**config.mk**
```make
export PLATFORM = sky130hd
export DESIGN_NAME = instr_sequencer
export DESIGN_NICKNAME = d
export VERILOG_FILES = /design/src/rtl/instr_sequencer.sv
export SDC_FILE = /design/constraint.sdc
export NUM_CORES = 1
export LEC_CHECK = 0
export ABC_AREA = 1
export ABC_CLOCK_PERIOD_IN_PS = 1350
export BUFFER_PORTS_ARGS = -buffer_cell sky130_fd_sc_hd__buf_4
export CELL_PAD_IN_SITES_DETAIL_PLACEMENT = 1
export CELL_PAD_IN_SITES_GLOBAL_PLACEMENT = 1
export CORE_MARGIN = 1.5
export CORE_UTILIZATION = 30
export CTS_CLUSTER_DIAMETER = 40
export DETAILED_ROUTE_END_ITERATION = 7
export PLACE_DENSITY = 0.83
export SLEW_MARGIN = 15
export SYNTH_ARGS = -nofsm -noshare
export SYNTH_HDL_FRONTEND = slang
export SYNTH_SLANG_ARGS = --single-unit
export TNS_END_PERCENT = 1
```
**constraint.sdc**
```tcl
create_clock -name clk -period 1.35 [get_ports clk]
set_input_delay 0.0675 -clock clk [delete_from_list [all_inputs] [get_ports clk]]
set_output_delay 0.0675 -clock clk [all_outputs]
set_load 0.01 [all_outputs]
```
**src/rtl/instr_sequencer.sv**
```systemverilog
// rtl/instr_sequencer.sv - multi-cycle fetch/decode/exec/mem/wb control sequencer for the RV32 core
// Optional perf counters (cycle_cnt, instret_cnt) are built when INSTR_SEQ_PERF_CNT_EN is defined.
module instr_sequencer #(
  parameter int unsigned MEM_TIMEOUT = 15,
  parameter int unsigned CNT_W       = 32
) (
  input  logic             clk,
  input  logic             rst,
  input  logic             run,
  input  logic [31:0]      instr,
  input  logic             imem_ack,
  input  logic             dmem_ack,
  output logic             imem_req,
  output logic             ir_load,
  output logic             pc_en,
  output logic             rf_wen,
  output logic             dmem_req,
  output logic             dmem_we,
  output logic [2:0]       state,
  output logic             fault
`ifdef INSTR_SEQ_PERF_CNT_EN
  ,
  output logic [CNT_W-1:0] cycle_cnt,
  output logic [CNT_W-1:0] instret_cnt
`endif
);

  localparam logic [2:0] S_IDLE   = 3'd0;
  localparam logic [2:0] S_FETCH  = 3'd1;
  localparam logic [2:0] S_DECODE = 3'd2;
  localparam logic [2:0] S_EXEC   = 3'd3;
  localparam logic [2:0] S_MEM    = 3'd4;
  localparam logic [2:0] S_WB     = 3'd5;
  localparam logic [2:0] S_FAULT  = 3'd6;

  localparam logic [6:0] OP_R      = 7'b0110011;
  localparam logic [6:0] OP_I      = 7'b0010011;
  localparam logic [6:0] OP_LOAD   = 7'b0000011;
  localparam logic [6:0] OP_STORE  = 7'b0100011;
  localparam logic [6:0] OP_BRANCH = 7'b1100011;
  localparam logic [6:0] OP_JAL    = 7'b1101111;

  // Out-of-range parameters park the sequencer in FAULT instead of misbehaving silently.
  localparam logic       CFG_OK   = (MEM_TIMEOUT >= 1) && (MEM_TIMEOUT <= 255) && (CNT_W >= 1);
  localparam logic [7:0] TMO_LAST = 8'((MEM_TIMEOUT >= 1) ? (MEM_TIMEOUT - 1) : 0);

  logic [2:0] state_q, state_d;
  logic [6:0] op_q, op_d;
  logic [7:0] tmo_q, tmo_d;

  logic op_legal;
  logic op_is_mem;
  logic tmo_expired;
  logic [2:0] boundary_state;

  always_comb begin
    op_legal = 1'b0;
    case (op_q)
      OP_R, OP_I, OP_LOAD, OP_STORE, OP_BRANCH, OP_JAL: op_legal = 1'b1;
      default:                                          op_legal = 1'b0;
    endcase
  end

  assign op_is_mem      = (op_q == OP_LOAD) || (op_q == OP_STORE);
  assign tmo_expired    = (tmo_q == TMO_LAST);
  // run is only consulted where an instruction retires, so a stop never cuts one short.
  assign boundary_state = run ? S_FETCH : S_IDLE;

  always_comb begin
    state_d  = state_q;
    op_d     = op_q;
    tmo_d    = tmo_q;
    imem_req = 1'b0;
    ir_load  = 1'b0;
    pc_en    = 1'b0;
    rf_wen   = 1'b0;
    dmem_req = 1'b0;
    dmem_we  = 1'b0;
    fault    = 1'b0;

    case (state_q)
      S_IDLE: begin
        if (run) state_d = S_FETCH;
      end

      S_FETCH: begin
        imem_req = 1'b1;
        if (imem_ack) begin
          ir_load = 1'b1;
          op_d    = instr[6:0];
          tmo_d   = 8'd0;
          state_d = S_DECODE;
        end else if (tmo_expired) begin
          tmo_d   = 8'd0;
          state_d = S_FAULT;
        end else begin
          tmo_d = tmo_q + 8'd1;
        end
      end

      S_DECODE: begin
        state_d = op_legal ? S_EXEC : S_FAULT;
      end

      S_EXEC: begin
        if (op_is_mem) begin
          state_d = S_MEM;
        end else if (op_q == OP_BRANCH) begin
          pc_en   = 1'b1;
          state_d = boundary_state;
        end else begin
          state_d = S_WB;
        end
      end

      S_MEM: begin
        dmem_req = 1'b1;
        dmem_we  = (op_q == OP_STORE);
        if (dmem_ack) begin
          tmo_d = 8'd0;
          if (op_q == OP_STORE) begin
            pc_en   = 1'b1;
            state_d = boundary_state;
          end else begin
            state_d = S_WB;
          end
        end else if (tmo_expired) begin
          tmo_d   = 8'd0;
          state_d = S_FAULT;
        end else begin
          tmo_d = tmo_q + 8'd1;
        end
      end

      S_WB: begin
        rf_wen  = 1'b1;
        pc_en   = 1'b1;
        state_d = boundary_state;
      end

      // S_FAULT and the unused code 7 both behave as FAULT.
      default: begin
        fault   = 1'b1;
        state_d = S_FAULT;
      end
    endcase

    if (!CFG_OK) state_d = S_FAULT;
  end

  always_ff @(posedge clk or posedge rst) begin
    if (rst) begin
      state_q <= S_IDLE;
      op_q    <= 7'd0;
      tmo_q   <= 8'd0;
    end else begin
      state_q <= state_d;
      op_q    <= op_d;
      tmo_q   <= tmo_d;
    end
  end

  assign state = state_q;

`ifdef INSTR_SEQ_PERF_CNT_EN
  logic [CNT_W-1:0] cycle_cnt_q, cycle_cnt_d;
  logic [CNT_W-1:0] instret_cnt_q, instret_cnt_d;
  logic             seq_active;

  assign seq_active = (state_q >= S_FETCH) && (state_q <= S_WB);

  always_comb begin
    cycle_cnt_d   = cycle_cnt_q;
    instret_cnt_d = instret_cnt_q;
    if (seq_active) cycle_cnt_d = cycle_cnt_q + CNT_W'(1);
    if (pc_en)      instret_cnt_d = instret_cnt_q + CNT_W'(1);
  end

  always_ff @(posedge clk or posedge rst) begin
    if (rst) begin
      cycle_cnt_q   <= '0;
      instret_cnt_q <= '0;
    end else begin
      cycle_cnt_q   <= cycle_cnt_d;
      instret_cnt_q <= instret_cnt_d;
    end
  end

  assign cycle_cnt   = cycle_cnt_q;
  assign instret_cnt = instret_cnt_q;
`endif

endmodule

```
# Word level (Yosys, flattened, before mapping)
# Index checks and enable logic that the tools add are counted.
# Widths: inputs -> output; s select.
dict set report op_classes {
  shifts 0
  n_eq_ne 13
  n_mux 27
  multipliers 0
  add_sub_neg 1
  n_bitwise 0
  div_mod_pow 0
  magnitude_cmp 0
  reduce_logical 6
}
# cell count
set op_table {}
lappend op_table {{$mux 3} 8}
lappend op_table {{$mux 8} 3}
lappend op_table {{$pmux 3 s6} 1}
lappend op_table {{$pmux 8 s2} 1}
lappend op_table {{$eq 7x6->1 const B} 2}
lappend op_table {{$eq 7x7->1 const B} 2}
lappend op_table {{$mux 1} 13}
lappend op_table {{$reduce_or 6->1} 2}
lappend op_table {{$add 8x1->8 const B} 1}
lappend op_table {{$eq 8x4->1 const B} 1}
lappend op_table {{$eq 7x2->1 const B} 1}
lappend op_table {{$eq 7x5->1 const B} 1}
lappend op_table {{$eq 3x2->1 const B} 2}
lappend op_table {{$eq 3x3->1 const B} 2}
lappend op_table {{$eq 3x1->1 const B} 1}
lappend op_table {{$logic_not 3->1} 1}
lappend op_table {{$pmux 1 s3} 1}
lappend op_table {{$ne 2x2->1 const B} 1}
lappend op_table {{$reduce_and 2->1} 1}
lappend op_table {{$reduce_bool 2->1} 1}
lappend op_table {{$logic_or 1x1->1} 1}
dict set report totals {
  latchBits 0
  output_inout_bits 10
  mem_bits_rw 0
  register_bits 18
  input_bits 37
  romBits 0
  mem_count 0
}

# Longest topological paths before layout
# Gate-level depths: netlist (run 1).
dict set report logic_depth {
  word_depth 5
  ltp_mapped 9
  mapped_depth_nobuf 9
}

# Worst setup path before layout (run 1)
# Ideal clock, no wire load.
dict set report synth_timing {
  kind {reg-to-reg}
  startpoint {register state_q[2], in the netlist state[2]}
  endpoint {register op_q[0]}
  path_buffers 0
  setup_slack_ps -16
  period_less_slack_ps 1366
  t_arrival_ps 1241
  path_stages_with_launch 5
  cell_sequence {dfrtp_1 -> nor2_4 -> nand2_4 -> nor2_2 -> mux2_2}
}
dict set report synth_via {
  elab_chain_cells 2
}
# element line
set synth_lines {}
lappend synth_lines {{start: declaration} 47} ;# logic [2:0] state_q, state_d;
lappend synth_lines {{start signal: assignment} 157} ;# state_q <= state_d;
lappend synth_lines {{$eq 3x1->1} 81} ;# case (state_q)
lappend synth_lines {{$reduce_and 2->1 (no line)} -}
lappend synth_lines {{end signal: assignment} 158} ;# op_q <= op_d;
lappend synth_lines {{end: declaration} 48} ;# logic [6:0] op_q, op_d;
# Every way passes these cells.
# A chain may end at the register's enable or synchronous reset.

# Worst setup path in the final report (run 1)
dict set report layout_timing {
  startpoint {register op_q[5]}
  endpoint {output port pc_en}
}
dict set report layout_via {
  elab_chain_cells 4
  word_cells_on_any_way 9
}
# element line
set layout_lines {}
lappend layout_lines {{$eq 7x6->1, or another cell as far along} {64, 121}}
lappend layout_lines {{$mux 1, or another cell as far along} 121} ;# if (op_q == OP_STORE) begin
lappend layout_lines {{$mux 1 (on tied branches)} {119, 106}}
lappend layout_lines {{$pmux 1 s3 (*)} 81}
lappend layout_lines {{end: declaration} 15} ;# output logic pc_en,
# Every way passes the cells marked *; elsewhere a longest branch is shown, timed or not.

==> impl_metrics.tcl, run 1 <==
set metrics [dict create \
    status "finished with violations" \
    violations "setup timing" \
    num_vias 1156 \
    drtIter0Drc 27 \
    fin_crit_ps 1470 \
    fin_nets 241 \
    grt_pass1_vias 1228 \
    peakVddDrop_v 0.000747 \
    drc_errors 0 \
    cts_tree "built" \
    drt_pre_antenna_iters 4 \
    critPathKind "reg -> out" \
    finalCoreUtilization_pct 46.4 \
    drt-total-wl_mm 3.34 \
    synth.most_common_cell "nand2_1" \
    syn_inst 155 \
    timing.hold.ws_ps 21.1 \
    setup_violations 8 \
    seq_area_frac_synth_pct 39.0 \
    power_uw 3370 \
    avgViaCountPerCell 4.64 \
    dpl_cell_area_um2 1440 \
    tightest_slew_ps 315 \
    h-tree-depth 1 \
    ys_warn_count 0 \
    grt_use_total_pct 17.7 \
    grt_max_degree 13 \
    r2r_end "state[0]$_DFFE_PP0P_" \
    yosys_register_bits 18 \
    ios 47 \
    fp.dieH_um 65.1 \
    synth_area_um2 1160 \
    synth_commonest_cells "nand2_1 (30), nor2_1 (26), inv_1 (22)" \
    core_area_um2 3690 \
    syn_to_final_growth_pct 48.2 \
    grt_pass1_wl_mm 5.59 \
    place_congestion 0.793 \
    clk_latency_ps 260 \
    crit_slowest_cell "dfrtp_1" \
    cellLeakagePower_uw 0.000858 \
    fin_crit_sh_pct 109 \
    syn_nets 194 \
    rsz0062_at_grt "yes" \
    cap_violations 0 \
    rrSetupSlack_ps -60 \
    syn_avg_cell_area_um2 7.46 \
    reg2reg_from "tmo_q[0]$_DFFE_PP0P_" \
    place_hpwl_mm 2.32 \
    min_path_type "in -> reg" \
    ant_nets 0 \
    wire_per_inst_um 13.4 \
    async_flop_share_pct 100 \
    ys.flop_type "dfrtp_1" \
    grt_remaining_overflow 0 \
    antenna_found_initial 0 \
    place_ws_ps -55.8 \
    hold_path_depth 3 \
    io_buffers 21 \
    relSlewSlack_pct 78.8 \
    final_cell_area_um2 1710 \
    cts.reportedPaths.clkPinSlew_ps 70 \
    crit_required_ps 1280 \
    worst_slack_ps -116 \
    worstSetupStartpointType "flip-flop" \
    synth.distinct_cells 31 \
    crit_path_max_fanout 5 \
    drive_above_1_share_pct 43.8 \
    num_rows 22 \
    cts_sinks 18 \
    synthTopCellsByArea "dfrtp_1 (39%), nand2_1 (9.7%), nor2_1 (8.4%), inv_1 (7.1%), nand3_1 (5.6%)" \
    hold_viol 0 \
    r2r_cells 10 \
    cts_root_buf "clkbuf_8" \
    power_per_cell_area_nw_per_um2 1970 \
    setup.worst_path.end_class "output pin" \
    yosysTopAreaCell "dfrtp_1" \
    dieArea_um2 4240 \
    path_cells "nand2_2 -> buf_4 -> nor2_4 -> a31oi_4 -> o31ai_4 -> buf_6" \
    drv_slew 0 \
    synth.top_cell.area_share_pct 39.0 \
    hp-start "instr[2]" \
    fmax_ghz 0.682 \
    worst-endpoint-arrival_ps 1400 \
    diodes 0 \
    fin_skew_ps 2.06 \
    min_to "op_q[2]$_DFFE_PP0P_" \
    cts.path.max_buffers 2 \
    cts_buffers 3 \
    synth_edf_count 0 \
    start_util_pct 31.3 \
    cp_slowest_stage_delay_ps 400 \
    die_w_um 65.1 \
]
-- cell usage in the layout (no fill, tap or decap), types with 2 or more instances in the layout --
master    synthesis  routed
a21oi_1           3       2
a21oi_2           1       2
buf_4             1      39
buf_6             0       4
clkbuf_8          0       4
dfrtp_1          18      17
inv_1            22      17
inv_2             3       7
mux2_2            2       2
nand2_1          30      25
nand2_2           1       5
nand2_4           2       3
nand3_1          13      13
nor2_1           26      20
nor2_2            2       3
nor2_4            1       6
nor3_1            3       2
nor3_2            1       2
o21ai_0           9       7
o21ai_2           1       2
xor2_1            2       2
-- critical path: cells and delay by family (launching register included) --
family	cells	cell delay [ps]
and+or+nand+nor	2	160
buffers and inverters	2	280
AOI/OAI and AO/OA	2	290
DFF	1	400
-- cell families (layout without fill, tap and decap cells) --
group,count (synthesis),after routing,synth area share [%]
AOI/OAI and AO/OA,18,18,8.98
xor gates and xnor gates,3,3,2.27
adders and majority gates,2,2,2.16
buffers and inverters,27,73,10.1
DFF,18,18,39.0
muxes,2,2,1.95
and+or+nand+nor,85,85,35.6
-- timing repair --
item | 4_1_cts | 5_1_grt
endpoints found under the hold margin | 6 | 0
resized for setup | 20 | 19
hold buffers | 1 | 0
pin swaps | 5 | 9
endpoints found under the setup margin | 11 | 14
buffers inserted | 8 | 2
-- how the worst max path moves through the flow --
stage	start	to
after floorplan	tmo_q[0]$_DFFE_PP0P_	state[0]$_DFFE_PP0P_
after global placement	tmo_q[0]$_DFFE_PP0P_	state[0]$_DFFE_PP0P_
after detailed placement	tmo_q[0]$_DFFE_PP0P_	state[0]$_DFFE_PP0P_
after CTS	op_q[2]$_DFFE_PP0P_	pc_en
after global routing	op_q[2]$_DFFE_PP0P_	pc_en
final	op_q[5]$_DFFE_PP0P_	pc_en
-- per-layer routing --
metal  share of wire, %  GRT usage [%]  up-vias
met1                 44           22.0      534
li1                   -              -      588
met4                2.5           8.07        0
met2                 51           30.7       27
met3                2.5           1.74        7
met5                  0              0        -
-- metrics by stage --
step	std cells	TNS [ps]
6_report	249	-462
3_3_place_gp	234	-16.6
4_1_cts	247	-462
5_1_grt	249	-1750
2_1_floorplan	155	0
3_5_place_dp	234	-146
-- layout make-up --
cell class,instances,area (um2)
multi-input combinational,110,702
fill,470,1980
inverter,25,96.3
clock buffer,4,55.1
sequential,18,452
tap,48,60.1
timing repair buffer,44,348
-- state kept, by name (all words and copies together) (netlist names) --
name	count
tmo_q	8
op_q	7
state	3
-- where the power goes --
group	internal, uW	switching [uW]	leakage (uW)	total, uW
combinational	854	1120	0.000601	1970
sequential	750	190	0.000228	940
clock	260	198	0.0000288	458
total	1860	1510	0.000858	3370
Power figures use the tool's default switching activity.
==> run 2, diff against run 1 <==
--- a/config.mk
+++ b/config.mk
@@ -16,5 +16,5 @@
 export DETAILED_ROUTE_END_ITERATION = 7
 export PLACE_DENSITY = 0.83
-export SLEW_MARGIN = 15
+export SLEW_MARGIN = 20
 export SYNTH_ARGS = -nofsm -noshare
 export SYNTH_HDL_FRONTEND = slang
==> constraint.sdc (replaced) <==
create_clock -name clk -period 1.35 [get_ports clk]
set_input_delay 0.27 -clock clk [delete_from_list [all_inputs] [get_ports clk]]
set_output_delay 0.27 -clock clk [all_outputs]
set_load 0.01 [all_outputs]
==> impl_metrics.tcl, run 2 (synthesized netlist as in run 1, its figures left out) <==
set metrics [dict create \
    status "finished with violations" \
    violations "setup timing" \
    timing.hold.ws_ps 34.4 \
    place_congestion 0.773 \
    ant_nets 0 \
    h-tree-depth 1 \
    regMostFlops "tmo_q" \
    start_util_pct 31.3 \
    fin_crit_ps 1670 \
    avgViaCountPerCell 4.79 \
    cellLeakagePower_uw 0.000996 \
    ios 47 \
    swShare_pct 41.8 \
    drive_above_1_share_pct 54.2 \
    p_sw_uw 1740 \
    drtIter0Drc 29 \
    cts.reportedPaths.clkPinSlew_ps 70 \
    worst_slack_ps -317 \
    drt_pre_antenna_iters 4 \
    path_common_cell "buf_4" \
    syn_to_final_growth_pct 72.0 \
    fin_crit_sh_pct 123 \
    grt_max_degree 19 \
    final_cell_mix "buf_4 (61), nand2_1 (24), nor2_1 (18), dfrtp_1 (17), inv_1 (15)" \
    path_cells "nand2_2 -> nor2_4 -> buf_4 -> a31oi_2 -> o31ai_2 -> buf_4" \
    hold_viol 0 \
    rsz0062_at_grt "yes" \
    power_per_cell_area_nw_per_um2 2090 \
    clk_latency_ps 260 \
    crit_slowest_cell "dfrtp_1" \
    grt_pass1_wl_mm 6.72 \
    core_area_um2 3690 \
    cap_violations 0 \
    grt_pass1_vias 1436 \
    drt-total-wl_mm 4.19 \
    fmax_ghz 0.600 \
    fin_nets 267 \
    antenna_found_initial 0 \
    diodes 0 \
    final_cells 275 \
    drv_slew 0 \
    grt_use_total_pct 21.4 \
    place_hpwl_mm 2.59 \
    min_path_type "in -> async" \
    pwr-share-seq_pct 23.2 \
    fp.dieH_um 65.1 \
    largest_reg_flops 8 \
    peakVddDrop_v 0.000885 \
    pwr-share-clk_pct 10.9 \
    num_rows 22 \
    relSlewSlack_pct 81.4 \
    dieArea_um2 4240 \
    crit_path_max_fanout 3 \
    fillers 459 \
    critPathKind "reg -> out" \
    grt_remaining_overflow 0 \
    cts_buffers 3 \
    dpl.cell_count 259 \
    crit_required_ps 1080 \
    setup_violations 18 \
    wire_per_inst_um 15.2 \
    pwr-share-comb_pct 65.9 \
    multi_input_area_um2 737 \
    cts_root_buf "clkbuf_8" \
    worst-endpoint-arrival_ps 1400 \
    worstSetupStartpointType "flip-flop" \
    num_vias 1317 \
    power.internal_uw 2430 \
    final_common_cell "buf_4" \
    register_area_um2 452 \
    cts_sinks 18 \
    cts_tree "built" \
    drc_errors 0 \
    cp_slowest_stage_delay_ps 400 \
    fin_skew_ps 2.62 \
    io_buffers 21 \
    tightest_slew_ps 277 \
    setup.worst_path.end_class "output pin" \
    die_w_um 65.1 \
    cts.path.max_buffers 2 \
]
## run 2: final timing paths
check                                         start                   end  slack, ps  cells past startpoint
min in group clk                           instr[2]   op_q[2]$_DFFE_PP0P_        220                      3
worst min-delay path                            rst  tmo_q[4]$_DFFE_PP0P_         30                      3
worst min register to register  op_q[1]$_DFFE_PP0P_   op_q[1]$_DFFE_PP0P_        560                      1
max in group asynchronous                       rst  state[2]$_DFFE_PP0P_       1090                      3
worst max register to register  op_q[2]$_DFFE_PP0P_  state[0]$_DFFE_PP0P_       -100                     11
worst max-delay path            op_q[0]$_DFFE_PP0P_                 pc_en       -320                      6
## run 2: timing repair
action / CTS / global route
setup endpoints to repair: 20 / 20
buffers inserted: 8 / 4
hold buffers: 0 / 0
pin swaps: 9 / 8
resized for setup: 37 / 16
## run 2: metal layers
metal | vias up | GRT usage [%] | routed length [um]
li1 | 634 | - | -
met1 | 648 | 22.6 | 1650
met2 | 27 | 42.4 | 2370
met3 | 8 | 2.43 | 82
met4 | 0 | 8.59 | 82
met5 | - | 0 | 0
## run 2: power by group through the flow
stage	clock network [uW]	registers (uW)	logic [uW]
6_report	454	965	2750
5_1_grt	497	993	2970
4_1_cts	463	938	2480
3_5_place_dp	0	914	2110
3_3_place_gp	0	899	2010
2_1_floorplan	0	935	972
## run 2: worst max-delay path: cells and delay by family (launching register included)
family / cells / cell delay, ps
AO/OA/AOI/OAI: 2 / 280
buffers and inverters: 2 / 290
flip-flops: 1 / 400
AND/OR/NAND/NOR: 2 / 180
## run 2: per-stage QoR
step	power [uW]	setup WS [ps]	utilization [%]	area, um2	TNS (ps)
after detailed placement	3020	-143	45.5	1680	-1050
final	4170	-317	53.9	1990	-1710
after global placement	2910	-106	45.5	1680	-526
after floorplan	1910	-15.8	-	1170	-34.9
after CTS	3880	-321	51.5	1900	-1800
after global routing	4460	-390	53.9	1990	-3200
## run 2: final cells by class
class / instances / share of cell area, %
multi-input combinational: 110 / 37.1
tap: 48 / 3.02
sequential: 18 / 22.7
timing repair buffer: 70 / 29.5
clock buffer: 4 / 2.77
inverter: 25 / 4.97
==> run 3, diff against run 2 <==
ABC_CLOCK_PERIOD_IN_PS = 2000   (was 1350)
CORE_UTILIZATION = 35   (was 30)
PLACE_DENSITY = 0.91   (was 0.83)
clock period = 2 ns   (was 1.35 ns; I/O delays follow)
==> impl_metrics.tcl, run 3 (synthesized netlist as in run 1, its figures left out) <==
set metrics [dict create \
    path_common_cell "buf_4" \
    grt_use_total_pct 18.1 \
    drtIter0Drc 25 \
    grt_pass1_wl_mm 5.07 \
    path_cells "buf_4 -> nor3_1 -> a31oi_1 -> o31ai_2 -> buf_4" \
    critPathKind "reg -> out" \
    place_hpwl_mm 2.25 \
    setup.worst_path.end_class "output pin" \
    ant_nets 0 \
    dpl.cell_count 219 \
    final_cell_area_um2 1440 \
    worstSetupStartpointType "flip-flop" \
    grt_pass1_vias 1177 \
    hold_viol 0 \
    clk_latency_ps 300 \
    tightest_slew_ps 720 \
    final_common_cell "nand2_1" \
    reg2reg_from "tmo_q[0]$_DFFE_PP0P_" \
    drive_above_1_share_pct 28.2 \
    power_uw 1860 \
    cts_root_buf "clkbuf_4" \
    setup_violations 0 \
    place_congestion 0.820 \
    largest_reg_flops 8 \
    drv_slew 0 \
    antenna_found_initial 0 \
    crit_slowest_cell "dfrtp_2" \
    drt_pre_antenna_iters 4 \
    cap_violations 0 \
    register_area_um2 453 \
    drc_errors 0 \
    io_buffers 21 \
    fin_crit_sh_pct 96.4 \
    final_cell_mix "nand2_1 (29), nor2_1 (24), buf_4 (24), inv_1 (22), dfrtp_1 (16)" \
    rsz0062_at_grt "no" \
    cp_slowest_stage_delay_ps 440 \
    cts_sinks 18 \
    status "finished, final reports clean" \
    rrSetupSlack_ps 410 \
    cts.reportedPaths.clkPinSlew_ps 120 \
    cts_buffers 3 \
    die_w_um 60.5 \
    postCtsHoldBufs 0 \
    min_path_type "in -> async" \
    syn_to_final_growth_pct 24.8 \
    ios 47 \
    dpl_cell_area_um2 1350 \
    grt_max_degree 19 \
    diodes 0 \
    grt_remaining_overflow 0 \
    fillers 422 \
    fmax_ghz 0.519 \
    drt-total-wl_mm 2.97 \
    wire_per_inst_um 13.2 \
    fin_nets 221 \
    cellLeakagePower_uw 0.000732 \
    crit_required_ps 1600 \
    peakVddDrop_v 0.000633 \
    r2r_end "state[0]$_DFFE_PP0P_" \
    start_util_pct 37.3 \
    dieArea_um2 3660 \
    power_per_cell_area_nw_per_um2 1290 \
    core_area_um2 3100 \
    fin_crit_ps 1930 \
    multi_input_area_um2 622 \
    avgViaCountPerCell 4.89 \
    regMostFlops "tmo_q" \
    fin_skew_ps 6.17 \
    num_vias 1100 \
    r2r_cells 9 \
    cts.path.max_buffers 2 \
    worst-endpoint-arrival_ps 1530 \
    fp.dieH_um 60.5 \
    relSlewSlack_pct 52.0 \
    cts_tree "built" \
    num_rows 20 \
    crit_path_max_fanout 4 \
    h-tree-depth 1 \
    final_cells 225 \
]
run 3: how the worst max path moves through the flow:
| stage | startpoint | end | cells after the start |
|---|---|---|---|
| floorplan | state[2]$_DFFE_PP0P_ | pc_en | 4 |
| global placement | op_q[4]$_DFFE_PP0P_ | pc_en | 6 |
| detailed placement | op_q[4]$_DFFE_PP0P_ | pc_en | 6 |
| CTS | op_q[4]$_DFFE_PP0P_ | pc_en | 6 |
| global route | state[0]$_DFFE_PP0P_ | pc_en | 6 |
| finish | state[1]$_DFFE_PP0P_ | pc_en | 5 |
run 3: critical path: cells and delay by family, from the launching register on:
family	cells	cell delay [ps]
simple gates	1	300
buf+inv	2	310
compound gates	2	180
flops	1	440
run 3: timing repair:
action | 4_1_cts | 5_1_grt
resized for setup | 2 | 9
hold endpoints to repair | 0 | 0
setup buffers | 0 | 2
endpoints found under the setup margin | 2 | 2
run 3: final cells by class:
class	count	share of cell area [%]
multi-input combinational	110	43.1
sequential	18	31.4
inverter	25	6.68
clock buffer	4	2.52
tap	44	3.82
timing repair buffer	24	12.5
run 3: report_power, final:
group	internal, uW	switching (uW)
clock network	111	126
registers	507	140
logic	375	601
total	993	867
run 3: per-stage QoR:
stage / utilization (%) / hold slack (ps) / setup slack [ps] / setup TNS [ps]
floorplan: - / 339 / 467 / 0
global placement: 43.6 / 491 / 318 / 0
detailed placement: 43.6 / 499 / 270 / 0
CTS: 45.0 / 235 / -65.0 / -65.0
global route: 46.5 / 265 / 8.49 / 0
finish: 46.5 / 204 / 72.2 / 0
run 3: layer usage:
layer | share of wire [%] | track usage [%] | routed length (um)
met1 | 44 | 22.0 | 1320
met2 | 51 | 33.4 | 1520
met3 | 4.2 | 3.41 | 124
met4 | 0.27 | 4.04 | 8
met5 | 0 | 0 | 0
